--- config.mk ---
export PLATFORM = sky130hd
export DESIGN_NAME = nk_iter_negator
export DESIGN_NICKNAME = d
export VERILOG_FILES = /design/src/rtl/nk_iter_negator.sv
export SDC_FILE = /design/constraint.sdc
export NUM_CORES = 1
export LEC_CHECK = 0
export ABC_AREA = 0
export BUFFER_PORTS_ARGS = -buffer_cell sky130_fd_sc_hd__buf_2
export CORE_ASPECT_RATIO = 1.2
export CORE_MARGIN = 5
export CORE_UTILIZATION = 40
export CTS_CLUSTER_SIZE = 16
export DETAILED_ROUTE_END_ITERATION = 6
export HOLD_SLACK_MARGIN = 0.08
export SYNTH_ARGS = -nofsm -noshare
export SYNTH_HDL_FRONTEND = slang
export SYNTH_SLANG_ARGS = --single-unit
--- constraint.sdc ---
create_clock -name clock -period 1.6 [get_ports clock]
set_clock_uncertainty 0.1 [all_clocks]
set_input_delay 0.24 -clock clock [delete_from_list [all_inputs] [get_ports clock]]
set_output_delay 0.24 -clock clock [all_outputs]
set_load 0.005 [all_outputs]
--- src/rtl/nk_iter_negator.sv ---
// nk_iter_negator
//   Iterative negator for an N-bit pattern, K bits per clock over N/K steps.
//   Produces z = (~x + 1) mod 2^N for both two's complement (mode=0) and
//   excess-2^(N-1) (mode=1) operands; only the overflow rule differs by mode.
//
// Ports
//   clock   in   1   all state updates on posedge
//   reset_  in   1   asynchronous active-low reset
//   soc     in   1   start of conversion, honoured only while eoc==1
//   mode    in   1   0 = two's complement, 1 = excess-2^(N-1); sampled with x
//   x       in   N   operand, sampled on the accepting edge
//   eoc     out  1   1 = idle with result valid, 0 = busy
//   z       out  N   negated pattern (registered, updated only on completion)
//   ow      out  1   overflow of the last completed operation (registered)
//
// States
//   state | meaning
//   S0    | idle, eoc=1, waiting for soc
//   S1    | busy, one K-bit digit negated per clock, N/K clocks
//   S2    | publish z/ow, raise eoc, return to S0
module nk_iter_negator #(
  parameter int N = 16,
  parameter int K = 4
) (
  input  logic         clock,
  input  logic         reset_,
  input  logic         soc,
  input  logic         mode,
  input  logic [N-1:0] x,
  output logic         eoc,
  output logic [N-1:0] z,
  output logic         ow
);

  localparam int NSTEP = N / K;
  localparam int CW    = $clog2(NSTEP) + 1;

  generate
    if (N < 2 || K < 1 || K > N || (N % K) != 0) begin : g_bad_param
      $error("nk_iter_negator: illegal N/K combination");
    end
  endgenerate

  typedef enum logic [1:0] {S0, S1, S2} star_t;

  star_t         star;
  logic [N-1:0]  xreg;
  logic          xmsb;
  logic          mode_reg;
  logic          carry;
  logic [N-1:0]  acc;
  logic [CW-1:0] count;

  // One digit of ~x + 1: invert the low K bits and add the ripple carry.
  logic [K:0]    step_sum;
  // New digit enters at the top of ACC; concatenation avoids a zero-width
  // slice when K == N.
  logic [N+K-1:0] acc_cat;

  assign step_sum = {1'b0, ~xreg[K-1:0]} + {{K{1'b0}}, carry};
  assign acc_cat  = {step_sum[K-1:0], acc};

  always_ff @(posedge clock or negedge reset_) begin
    if (!reset_) begin
      star     <= S0;
      xreg     <= '0;
      xmsb     <= 1'b0;
      mode_reg <= 1'b0;
      carry    <= 1'b0;
      acc      <= '0;
      count    <= '0;
      eoc      <= 1'b1;
      z        <= '0;
      ow       <= 1'b0;
    end else begin
      case (star)
        S0: begin
          if (soc) begin
            xreg     <= x;
            xmsb     <= x[N-1];
            mode_reg <= mode;
            carry    <= 1'b1;
            count    <= CW'(NSTEP);
            eoc      <= 1'b0;
            star     <= S1;
          end
        end
        S1: begin
          acc   <= acc_cat[N+K-1:K];
          xreg  <= xreg >> K;
          // Carry out of the final digit is dropped: result wraps mod 2^N.
          carry <= step_sum[K];
          count <= count - CW'(1);
          if (count == CW'(1)) star <= S2;
        end
        S2: begin
          z    <= acc;
          // c2 overflows only for 100..0; excess only for 000..0.
          ow   <= mode_reg ? (~xmsb & ~acc[N-1]) : (xmsb & acc[N-1]);
          eoc  <= 1'b1;
          star <= S0;
        end
        default: star <= S0;
      endcase
    end
  end

endmodule
==> impl_metrics.toml <==
[floorplan]
initial_core_util_pct = 41.09
io_pins = 38
dieArea_um2 = 7899
rows = 31
die_w_um = 81.97
core_um2 = 6051
die_h_um = 96.36

[detailed_routing]
wirelength_um = 4457
drt_iter0_markers = 99
highest_layer = "met4"
met1_length_um = 2043
ant_nets = 0
wl_met2_um = 2113
vias = 1633
wl_met3_um = 219
first_pass_iters = 4
wl_per_cell_um = 12.45
vias_per_cell = 4.561
drc = 0

[sta]
tightest_slew_ns = 0.4595
setup_viol = 0
hold_viol = 0
whs_ns = 0.09969
drv_slew = 0
period_share_pct = 89.71
clock.fmax_ghz = 0.6967
period_minus_slack_ns = 1.435
tns_ns = 0
relSlewSlack_pct = 69.37
fin_ws_ns = 0.1647
rsz0062_at_grt = "no"

[placed_design]
place_ws_ns = 0.1858
hpwlAfterDp_um = 3044
gp_congestion = 0.7725
port_buffers = 37

[finish]
diodes = 0
seqCellArea_um2 = 1453
final_common_cell = "nand2_1"
areaGrowthSynthToFinish_pct = 25.42
top_regs = "acc (16), xreg (16), z (16)"
drive_gt1_share_pct = 30.80
multi_input_area_um2 = 904.6
nets = 295
nFillCells = 578
final_cell_mix = "nand2_1, dfrtp_1, buf_2"

[global_route]
grt-ovfl-total = 0
grt_pass1_vias = 1719
grt_max_degree = 32
grt_pass1_wl_um = 7921
grt.total_usage_pct = 13.50
grt_antenna_before_repair = 0

[setup_path]
cp.required_ns = 1.71
arrival_ns = 1.54
regToRegSetupSlack_ns = 0.16
path_class = "reg2reg"
cp_max_fo = 9
cp-end-kind = "flop"
cp-start-kind = "flop"

[power_and_ir_drop]
power_density_nw_per_um2 = 1973
p_leak_uw = 0.001649
ir_drop_uv = 1058

[min_path]
hold_class = "in2reg"

[clocking]
cts_root_buf = "clkbuf_8"
cts_buffer_depth = 2
cts.sinks = 58
clkLatencyLatePin_ns = 0.33
clk_pin_slew_ns = 0.07
cts_resized = 0
hold_buffers = 9
numCtsBuffers = 9
cts_max_level = 3
postCtsSetupRepairBufs = 0
cts_tree = "yes"

[yosys]
syn-num-nets = 240
synth.cell_area_um2 = 2486
synth_area_leaders = "dfrtp_1, nand2_1, mux2_2, mux2i_1, mux2_4"
netlist_instances = 216
synth_top_area_share_pct = 57.37
ys_seq_area_share_pct = 58.43
syn_area_per_cell_um2 = 11.51
yosysWarningCount = 0
synth_top_cell_by_area = "dfrtp_1"
synth.distinct_cells = 28
synth-seq-cells = 58

[job]
maxCapViolCount = 0

[outcome]
status = "finished clean"
[final cells by class]
class | count | share of cell area, %
clock buffer | 11 | 4.856
clock inverter | 5 | 3.210
multi-input combinational | 140 | 29.01
inverter | 7 | 0.8427
tap | 82 | 3.291
timing repair buffer | 55 | 12.20
sequential | 58 | 46.59
[where the power goes]
group | total (µW) | switching, µW | internal [µW]
Clock | 1670 | 552 | 1110
Sequential | 2570 | 426 | 2140
Combinational | 1920 | 919 | 998
Total | 6150 | 1900 | 4250
[final timing paths]
path | start | cells past startpoint | to
hold / removal | x[5] | 3 | xreg[5]
hold reg to reg | acc[2] | 2 | acc[2]
min in group asynchronous | reset_ | 2 | z[2]
max in group asynchronous | reset_ | 3 | acc[6]
setup reg to reg | star[0] | 2 | xmsb
setup / recovery | star[0] | 2 | xmsb
[synthesized netlist by cell type]
master,instances
ha_1,4
and3_2,2
buf_12,2
nand2b_1,2
a21oi_1,4
nor3b_1,1
o21ai_1,5
clkbuf_8,1
o21ai_0,15
and2b_1,1
mux2_2,11
mux2_4,7
a31oi_1,1
a22oi_1,2
buf_2,6
buf_6,2
mux2i_1,12
nor2_1,2
a22o_1,2
and3b_1,1
xor2_1,2
nor3_1,1
dfrtp_1,57
dfstp_2,1
nand2_1,62
inv_1,7
nor2b_4,1
o21bai_1,2
[layer usage]
layer	up-vias	track usage, %
met2	32	20.96
met5	-	0
met1	764	17.09
met3	9	3.652
met4	0	7.064
li1	828	-
[per-stage QoR]
stage,cells,util [%],area (µm²),power [µW]
final,358,51.53,3118,6151
after global routing,358,51.53,3118,6697
after CTS,358,51.53,3118,6270
after floorplan,216,-,2486,3955
after detailed placement,333,45.89,2776,4541
after global placement,333,45.89,2776,4479
[critical path, cell delays in order (launching register included)]
cell,delay (ns)
dfrtp_1,0.46
nor3_1,0.37
mux2_2,0.38
[cell families (layout without fill, tap and decap cells)]
family | Yosys count | after routing | synth area share, %
fa+ha+maj | 4 | 4 | 2.013
mux | 30 | 30 | 14.04
xor+xnor | 2 | 2 | 0.7047
buf+inv | 18 | 78 | 5.335
flops | 58 | 58 | 58.43
compound gates | 31 | 31 | 6.995
simple gates | 73 | 73 | 12.48
(Power assumes the default switching activity.)
